$ cat src/rtl/instruction_encoder.sv
// Packs decoded instruction records into 32-bit MIPS words and streams them into
// instruction memory from BASE_ADDRESS, flagging unsupported encodings and overflow.

package instruction_encoder_pkg;
    typedef struct packed {
        logic [5:0]  opcode;
        logic [4:0]  rs;
        logic [4:0]  rt;
        logic [4:0]  rd;
        logic [4:0]  shamt;
        logic [5:0]  funct;
        logic [15:0] immediate;
        logic [25:0] address;
    } instruction_t;

    localparam logic [5:0] OP_SPECIAL = 6'h00;
    localparam logic [5:0] OP_JAL     = 6'h03;
    localparam logic [5:0] OP_BEQ     = 6'h04;
    localparam logic [5:0] OP_BNE     = 6'h05;
    localparam logic [5:0] OP_ORI     = 6'h0D;
    localparam logic [5:0] OP_LUI     = 6'h0F;
    localparam logic [5:0] OP_LW      = 6'h23;
    localparam logic [5:0] OP_SW      = 6'h2B;

    localparam logic [5:0] FN_JR      = 6'h08;
    localparam logic [5:0] FN_SYSCALL = 6'h0C;
    localparam logic [5:0] FN_ADDU    = 6'h21;
    localparam logic [5:0] FN_SUBU    = 6'h23;
endpackage

module instruction_encoder
    import instruction_encoder_pkg::*;
#(
    parameter int unsigned ADDR_WIDTH   = 10,
    parameter logic [31:0] BASE_ADDRESS = 32'h0000_3000
) (
    input  logic                  clock,
    input  logic                  reset,
    input  logic                  start,
    input  logic                  inValid,
    output logic                  inReady,
    input  instruction_t          inInstruction,
    input  logic                  inLast,
    output logic                  memWriteEnable,
    input  logic                  memWriteReady,
    output logic [31:0]           memWriteAddress,
    output logic [31:0]           memWriteData,
    output logic                  busy,
    output logic                  done,
    output logic                  error,
    output logic [31:0]           errorAddress,
    output logic [ADDR_WIDTH:0]   wordCount
);

    typedef enum logic [1:0] {
        S_IDLE,
        S_LOAD,
        S_FLUSH
    } state_t;

    localparam logic [ADDR_WIDTH:0] LAST_IDX = {1'b0, {ADDR_WIDTH{1'b1}}};
    localparam logic [ADDR_WIDTH:0] ONE      = {{ADDR_WIDTH{1'b0}}, 1'b1};

    state_t              state_q, state_d;
    logic [ADDR_WIDTH:0] idx_q, idx_d;
    logic [ADDR_WIDTH:0] cnt_q, cnt_d;
    logic                wen_q, wen_d;
    logic [31:0]         waddr_q, waddr_d;
    logic [31:0]         wdata_q, wdata_d;
    logic                err_q, err_d;
    logic [31:0]         erraddr_q, erraddr_d;

    logic                accept;
    logic                wr_fire;
    logic                last_slot;
    logic [32:0]         enc;
    logic [31:0]         slot_addr;

    // Returns {illegal, word}; illegal records encode as an all-zero nop.
    function automatic logic [32:0] encode(input instruction_t r);
        logic [31:0] w;
        logic        bad;
        w   = 32'h0;
        bad = 1'b0;
        case (r.opcode)
            OP_SPECIAL: begin
                case (r.funct)
                    FN_ADDU, FN_SUBU: w = {r.opcode, r.rs, r.rt, r.rd, r.shamt, r.funct};
                    FN_JR:            w = {r.opcode, r.rs, 15'd0, r.funct};
                    FN_SYSCALL:       w = {r.opcode, 20'd0, r.funct};
                    default:          bad = 1'b1;
                endcase
            end
            OP_ORI, OP_LW, OP_SW, OP_BEQ, OP_BNE:
                w = {r.opcode, r.rs, r.rt, r.immediate};
            OP_LUI:  w = {r.opcode, 5'd0, r.rt, r.immediate};
            OP_JAL:  w = {r.opcode, r.address};
            default: bad = 1'b1;
        endcase
        return {bad, w};
    endfunction

    assign inReady   = (state_q == S_LOAD) && (!wen_q || memWriteReady);
    assign accept    = inValid && inReady;
    assign wr_fire   = wen_q && memWriteReady;
    assign last_slot = (idx_q == LAST_IDX);
    assign enc       = encode(inInstruction);
    assign slot_addr = BASE_ADDRESS + {{(29 - ADDR_WIDTH){1'b0}}, idx_q, 2'b00};

    always_comb begin
        state_d   = state_q;
        idx_d     = idx_q;
        cnt_d     = cnt_q;
        wen_d     = wen_q;
        waddr_d   = waddr_q;
        wdata_d   = wdata_q;
        err_d     = err_q;
        erraddr_d = erraddr_q;

        if (wr_fire) begin
            wen_d = 1'b0;
            cnt_d = cnt_q + ONE;
        end

        // A new accept refills the output slot in the same cycle the old word drains.
        if (accept) begin
            wen_d   = 1'b1;
            wdata_d = enc[31:0];
            waddr_d = slot_addr;
            idx_d   = idx_q + ONE;
            if ((enc[32] || (last_slot && !inLast)) && !err_q) begin
                err_d     = 1'b1;
                erraddr_d = slot_addr;
            end
        end

        case (state_q)
            S_IDLE: begin
                if (start) begin
                    state_d   = S_LOAD;
                    idx_d     = '0;
                    cnt_d     = '0;
                    err_d     = 1'b0;
                    erraddr_d = 32'h0;
                end
            end
            S_LOAD: begin
                if (accept && (inLast || last_slot))
                    state_d = S_FLUSH;
            end
            S_FLUSH: begin
                if (wr_fire)
                    state_d = S_IDLE;
            end
            default: state_d = S_IDLE;
        endcase
    end

    always_ff @(posedge clock or posedge reset) begin
        if (reset) begin
            state_q   <= S_IDLE;
            idx_q     <= '0;
            cnt_q     <= '0;
            wen_q     <= 1'b0;
            waddr_q   <= 32'h0;
            wdata_q   <= 32'h0;
            err_q     <= 1'b0;
            erraddr_q <= 32'h0;
        end else begin
            state_q   <= state_d;
            idx_q     <= idx_d;
            cnt_q     <= cnt_d;
            wen_q     <= wen_d;
            waddr_q   <= waddr_d;
            wdata_q   <= wdata_d;
            err_q     <= err_d;
            erraddr_q <= erraddr_d;
        end
    end

    assign memWriteEnable  = wen_q;
    assign memWriteAddress = waddr_q;
    assign memWriteData    = wdata_q;
    assign busy            = (state_q != S_IDLE);
    assign done            = (state_q == S_FLUSH) && wr_fire;
    assign error           = err_q;
    assign errorAddress    = erraddr_q;
    assign wordCount       = cnt_q;

endmodule

$ cat config.mk
export PLATFORM = sky130hd
export DESIGN_NAME = instruction_encoder
export DESIGN_NICKNAME = d
export VERILOG_FILES = /design/src/rtl/instruction_encoder.sv
export SDC_FILE = /design/constraint.sdc
export NUM_CORES = 1
export LEC_CHECK = 0
export BUFFER_PORTS_ARGS = -buffer_cell sky130_fd_sc_hd__buf_2
export CAP_MARGIN = 40
export CORE_ASPECT_RATIO = 0.75
export CORE_MARGIN = 5
export CORE_UTILIZATION = 52
export DETAILED_ROUTE_END_ITERATION = 7
export PLACE_DENSITY = 0.85
export SETUP_SLACK_MARGIN = 0.05
export SLEW_MARGIN = 10
export SYNTH_ARGS = -nofsm -noshare
export SYNTH_HDL_FRONTEND = slang
export SYNTH_SLANG_ARGS = --single-unit
$ cat constraint.sdc
create_clock -name clock -period 6.9 [get_ports clock]
set_clock_uncertainty 0.1 [all_clocks]
set_input_delay 0.69 -clock clock [delete_from_list [all_inputs] [get_ports clock]]
set_output_delay 0.69 -clock clock [all_outputs]
set_load 0.05 [all_outputs]
==> results of run 1 <==
==> cells in the final DEF (no fill, tap or decap), drive strengths merged, types with 2 or more instances in the layout <==
master / instances
a21oi: 9
a221o: 10
a221oi: 4
a222oi: 12
a22o: 2
a2bb2oi: 2
and2: 11
and3: 21
and3b: 2
and4: 2
buf: 179
clkbuf: 10
clkinv: 2
conb: 19
dfrtp: 102
ha: 2
inv: 17
mux2i: 13
nand2: 61
nand2b: 10
nand3: 4
nand4: 4
nor2: 26
nor2b: 3
nor3: 9
nor4: 8
o21ai: 32
o22ai: 2
o31ai: 2
o41ai: 2
or3: 4
or4: 2
xnor2: 12
xor2: 6
==> worst reg2reg max path, stage by stage, from the launching register on <==
cell     delay, ns
dfrtp_1       0.41
nor2b_1       0.30
nand3_4       0.34
buf_12        0.31
nor4_2        0.70
a221o_1       0.28
==> cell type report <==
class / instances / area, sq um / share of cell area, %
flip-flops and latches: 102 / 2550 / 43.3
diodes: 1 / 2.50 / 0.0424
clock inverters: 6 / 50.0 / 0.849
clock buffers: 10 / 239 / 4.05
repair buffers: 179 / 957 / 16.2
multi-input cells: 306 / 1900 / 32.2
well taps: 112 / 140 / 2.38
inverters: 14 / 55.1 / 0.934
==> cell families (layout without fill, tap and decap cells) <==
kind of cell               count (synthesis)  after routing  synth area share [%]
AOI/OAI and AO/OA                         81             81                  12.6
buffers and inverters                     57            209                  6.83
xor gates and xnor gates                  18             18                  3.36
DFF                                      102            102                  54.4
muxes                                     13             13                  2.77
adders and majority gates                  2              2                 0.533
and+or+nand+nor                          173            173                  19.4
other                                      1             20                0.0799
==> through the flow <==
stage	hold WS [ns]	total power, W
after detailed placement	0.366	0.00139
after floorplan	0.350	0.00122
final	0.229	0.00187
after global routing	0.261	0.00197
after CTS	0.242	0.00188
after global placement	0.363	0.00135
==> power groups by stage <==
stage / combinational (W) / clock, W / sequential (W)
floorplan: 0.000288 / 0 / 0.000934
global placement: 0.000618 / 0 / 0.000732
detailed placement: 0.000655 / 0 / 0.000737
CTS: 0.000656 / 0.000503 / 0.000726
global route: 0.000702 / 0.000531 / 0.000737
finish: 0.000652 / 0.000493 / 0.000727
==> how the worst min path moves through the flow <==
stage / endpoint / slack (ns)
after global placement: memWriteAddress[14] / 0.36
after global routing: memWriteData[29] / 0.26
after CTS: memWriteData[19] / 0.24
after floorplan: state_q[0] / 0.35
final: memWriteData[30] / 0.23
after detailed placement: memWriteAddress[7] / 0.37
==> flip-flops by register name (all words and copies together) (netlist names) <==
register and count:
error 1, idx_q 11, memWriteAddress 12, memWriteData 32, state_q 2, memWriteEnable 1
errorAddress 32, wordCount 11
==> Yosys cell counts, types with 3 or more instances <==
cell type / number / area share (%)
a21oi_1: 9 / 0.96
a221o_1: 10 / 2.1
a221oi_1: 4 / 0.75
a222oi_1: 12 / 2.6
and2_1: 10 / 1.3
and3_1: 21 / 2.8
buf_4: 22 / 3.5
buf_6: 3 / 0.72
clkbuf_1: 16 / 1.3
dfrtp_1: 102 / 54
inv_1: 14 / 1.1
mux2i_1: 13 / 2.8
nand2_1: 61 / 4.9
nand2b_1: 10 / 1.3
nand3_1: 4 / 0.43
nand4_1: 4 / 0.53
nor2_1: 24 / 1.9
nor2b_1: 3 / 0.40
nor3_1: 8 / 0.85
nor4_1: 7 / 0.93
o21ai_0: 24 / 2.6
o21ai_1: 8 / 0.85
or3_1: 3 / 0.40
xnor2_1: 12 / 2.2
xor2_1: 6 / 1.1
==> layer usage <==
metal / vias to the layer above / GRT usage (%)
li1: 1883 / -
met1: 1960 / 28.4
met2: 146 / 39.3
met3: 14 / 7.34
met4: 0 / 7.53
met5: - / 0
==> impl_metrics.tcl, run 1 <==
set metrics [dict create \
    status "completed" \
    met3_length_microns 983 \
    max_freq_mhz 399 \
    drcViolationCount 0 \
    powerDensity_nw_per_um2 317 \
    routed.top_layer "met4" \
    viasPerCell 5.48 \
    power_frac_comb_pct 34.8 \
    wl_per_cell_microns 17.0 \
    p_sw_w 0.000786 \
    setup_tns_ns 0 \
    cts_root_buf "clkbuf_16" \
    synthFlopType "dfrtp_1" \
    hold_viol 0 \
    internal-power_w 0.00109 \
    clock_latency_ns 0.35 \
    grt_max_degree 58 \
    mappedNetlistArea_sq_um 4690 \
    die_h_microns 92.3 \
    criticalPathCategory "in2reg" \
    syn_inst 447 \
    swShare_pct 42.0 \
    crit_cells 6 \
    critical_path.endpoint "memWriteData[22]" \
    place_hpwl_microns 9380 \
    peakVddDrop_mv 0.208 \
    die_area_sq_um 11000 \
    slew_headroom_pct 49.3 \
    critPathCaptureType "flip-flop" \
    r2r_end "memWriteData[22]" \
    max_stage_delay_ns 0.58 \
    cts_resized 0 \
    crit_family "simple AND/OR/NAND/NOR gates" \
    drtIter0Drc 296 \
    slew_violations 0 \
    htree_levels 3 \
    path_clk_slew_ns 0.08 \
    cp_max_fo 8 \
    worst_pin_slew_ns 0.760 \
    ys_seq_area_share_pct 54.4 \
    synth-edff-count 0 \
    timing.rr.start "state_q[1]" \
    clockBufferDepth 2 \
    area_delta_synth_final_pct 25.7 \
    utilization_pct 66.0 \
    grtUsageTotal_pct 23.2 \
    layout-drive-gt1-share_pct 33.4 \
    postSynthAreaPerCell_sq_um 10.5 \
    min_period_over_period_pct 36.3 \
    critPathLaunch "inInstruction[73]" \
    yosysUniqueCellTypes 55 \
    fillers 711 \
    core_sq_um 8930 \
    fin_area_sq_um 5900 \
    row_count 30 \
    dpl.cell_count 713 \
    portBuffers 172 \
    antenna_found_initial 1 \
    met2_length_microns 6220 \
    final-setup-viol-count 0 \
    layout_min_cycle_time_ns 2.51 \
    cts.sinks 102 \
    yosysWarnings 0 \
    pre_cts_slack_ns 4.04 \
    tritoncts "done" \
    die_w_microns 120 \
    wl_met1_microns 4980 \
    start_util_pct 52.5 \
    reg2reg_slack_ns 4.41 \
    grt_pass1_wl_microns 20500 \
    crit_path_cell_trace "buf_2 -> or4_4 -> nor4_1 -> a2bb2oi_1 -> nor3_1 -> a221o_1" \
    wirelength_microns 12400 \
    cp_num_buf_inv 1 \
    setup_ws_ns 4.39 \
    grt_pass1_vias 4040 \
    cts_hold_buffers 0 \
    async_reset_ff_share_pct 100 \
    p_leak_nw 3.17 \
    r2r_cells 5 \
    cts_setup_buffers 0 \
    seqPwrFrac_pct 38.9 \
    placed_cell_area_sq_um 5600 \
    layout.nets 694 \
    cts_buffers 9 \
    grt_setup_unrepaired "no" \
    dr.pass1.iters 6 \
    crit_arrival_ns 2.69 \
    gr-total-overflow 0 \
    drv_cap 0 \
    synth.ff_latch_count 102 \
    p_clk_share_pct 26.3 \
    critPathLaunchType "input pin" \
    fin_cells 730 \
    min_path_type "in2async" \
    finalWeightedCongestion 0.846 \
    ios 192 \
    required_ns 7.09 \
    vias 4003 \
    postRouteAntennaNets 0 \
    slowest_stage "or4_4" \
]
Power figures use the tool's default switching activity.
==> run 2: changes to the inputs <==
--- a/config.mk
+++ b/config.mk
@@ -9,9 +9,9 @@
 export CAP_MARGIN = 40
 export CORE_ASPECT_RATIO = 0.75
 export CORE_MARGIN = 5
-export CORE_UTILIZATION = 52
+export CORE_UTILIZATION = 48
 export DETAILED_ROUTE_END_ITERATION = 7
-export PLACE_DENSITY = 0.85
+export PLACE_DENSITY = 0.8
 export SETUP_SLACK_MARGIN = 0.05
 export SLEW_MARGIN = 10
 export SYNTH_ARGS = -nofsm -noshare
==> constraint.sdc (replaced) <==
create_clock -name clock -period 2.55 [get_ports clock]
set_clock_uncertainty 0.1 [all_clocks]
set_input_delay 0.255 -clock clock [delete_from_list [all_inputs] [get_ports clock]]
set_output_delay 0.255 -clock clock [all_outputs]
set_load 0.05 [all_outputs]
==> run 2 against run 1 <==
Flip-flop and latch count is the same. Utilization shrank 3.8 points. Critical path depth shrank 1. Register-to-register slack lost 4.1 ns. Sequential power grew to 2.7 times the previous value. Non-clock buffer count grew 6. Total power grew to 2.8 times the previous value. First-iteration DRC count shrank 26%. Combinational power grew to 2.7 times the previous value. Count of clock-buffer cells in the layout grew 1. Cell count grew 3.4%. Via count shrank 0.45%. Largest cell class unchanged. Largest power group unchanged.
==> impl_metrics.tcl, run 2 (synthesis results as in run 1) <==
set metrics [dict create \
    cts.sinks 102 \
    setup_tns_ns 0 \
    slew_headroom_pct 64.0 \
    htree_levels 3 \
    criticalPathCategory "reg2reg" \
    grt_setup_unrepaired "no" \
    dr.pass1.iters 5 \
    drtIter0Drc 220 \
    required_ns 2.73 \
    layout.nets 700 \
    worst_pin_slew_ns 0.539 \
    powerDensity_nw_per_um2 865 \
    row_count 31 \
    reg2reg_slack_ns 0.35 \
    timing.rr.start "state_q[1]" \
    r2r_end "memWriteData[21]" \
    fillers 851 \
    area_delta_synth_final_pct 27.5 \
    place_hpwl_microns 9110 \
    clock_latency_ns 0.34 \
    cts_setup_buffers 0 \
    layout-drive-gt1-share_pct 33.9 \
    finalWeightedCongestion 0.811 \
    critPathCaptureType "flip-flop" \
    portBuffers 172 \
    drcViolationCount 0 \
    fin_area_sq_um 5980 \
    die_area_sq_um 11900 \
    final-setup-viol-count 0 \
    cts_buffers 9 \
    drv_cap 0 \
    grt_max_degree 103 \
    hold_ws_ns 0.0430 \
    clockBufferDepth 2 \
    grt_pass1_vias 3941 \
    grt_pass1_wl_microns 19400 \
    crit_arrival_ns 2.38 \
    status "completed" \
    die_w_microns 124 \
    layout_common_cells "172 x buf_2, 102 x dfrtp_1, 61 x nand2_1" \
    r2r_cells 5 \
    grtUsageTotal_pct 20.9 \
    layout_min_cycle_time_ns 2.20 \
    antenna_found_initial 0 \
    final_common_cell "buf_2" \
    ios 192 \
    tritoncts "done" \
    hold_viol 0 \
    min_period_over_period_pct 86.3 \
    core_sq_um 9620 \
    wirelength_microns 12500 \
    max_freq_mhz 454 \
    power.total_w 0.00518 \
    min_to "memWriteData[19]" \
    placed_cell_area_sq_um 5660 \
    critPathLaunchType "flip-flop" \
    utilization_pct 62.2 \
    wl_per_cell_microns 16.5 \
    hold_path_depth 2 \
    antenna_cells 0 \
    min_path_type "in2reg" \
    path_clk_slew_ns 0.07 \
    p_leak_nw 3.20 \
    die_h_microns 95.6 \
    hp-start "inInstruction[61]" \
    peakVddDrop_mv 0.437 \
    slew_violations 0 \
    viasPerCell 5.28 \
    start_util_pct 48.8 \
    postRouteAntennaNets 0 \
    cp_max_fo 38 \
    cts_root_buf "clkbuf_16" \
    vias 3985 \
    gr-total-overflow 0 \
]
## run 2: cell types whose count changed in the layout (fill, tap and decap cells not counted)
cell	delta
diode_2	-1
clkbuf_8	+1
buf_16	-1
inv_4	-1
dlygate4sd3_1	+1
inv_8	-1
buf_12	+1
buf_4	+6
buf_6	-1
clkinv_4	+1
bufinv_16	+1
clkinv_2	-1
## run 2: layout make-up
cell class | instances | area, sq um | area share (%)
sequential | 102 | 2550 | 42.7
multi-input combinational | 306 | 1900 | 31.7
timing repair buffer | 185 | 993 | 16.6
clock buffer | 11 | 253 | 4.22
tap | 132 | 165 | 2.76
clock inverter | 5 | 65.1 | 1.09
inverter | 14 | 56.3 | 0.941
## run 2: timing repair
item	CTS	global route
hold buffers	1	0
gates resized for setup	0	0
endpoints found under the hold margin	87	0
## run 2: metal layers
layer | vias up | wire length [microns] | GRT usage [%]
li1 | 1888 | - | -
met1 | 1962 | 5440 | 27.5
met2 | 124 | 6170 | 34.1
met3 | 11 | 768 | 5.69
met4 | 0 | 105 | 5.83
met5 | - | 0 | 0
## run 2: worst max-delay path: stages (launching register included)
cell     delay (ns)
dfrtp_1        0.41
nor2b_1        0.30
nand3_4        0.41
nor4_2         0.51
buf_4          0.23
a221o_1        0.16
## run 2: how the worst max path moves through the flow
stage	end	start	slack, ns
6_report	memWriteData[21]	state_q[1]	0.35
5_1_grt	memWriteData[24]	state_q[1]	0.22
4_1_cts	memWriteData[25]	state_q[1]	0.36
3_5_place_dp	memWriteData[1]	inInstruction[73]	0.18
3_3_place_gp	memWriteData[1]	inInstruction[73]	0.22
2_1_floorplan	errorAddress[15]	inInstruction[70]	0.49
## run 2: report_power, final
| group | internal, W | total (W) | switching (W) |
|---|---|---|---|
| Sequential | 0.00181 | 0.00196 | 0.000142 |
| Clock | 0.000826 | 0.00145 | 0.000621 |
| Combinational | 0.000426 | 0.00177 | 0.00135 |
| Total | 0.00307 | 0.00518 | 0.00211 |
## run 2: metrics by stage
stage          instances  setup WS [ns]
4_1_cts              755          0.361
6_report             755          0.349
3_3_place_gp         736          0.220
3_5_place_dp         738          0.184
5_1_grt              755          0.222
2_1_floorplan        465          0.485
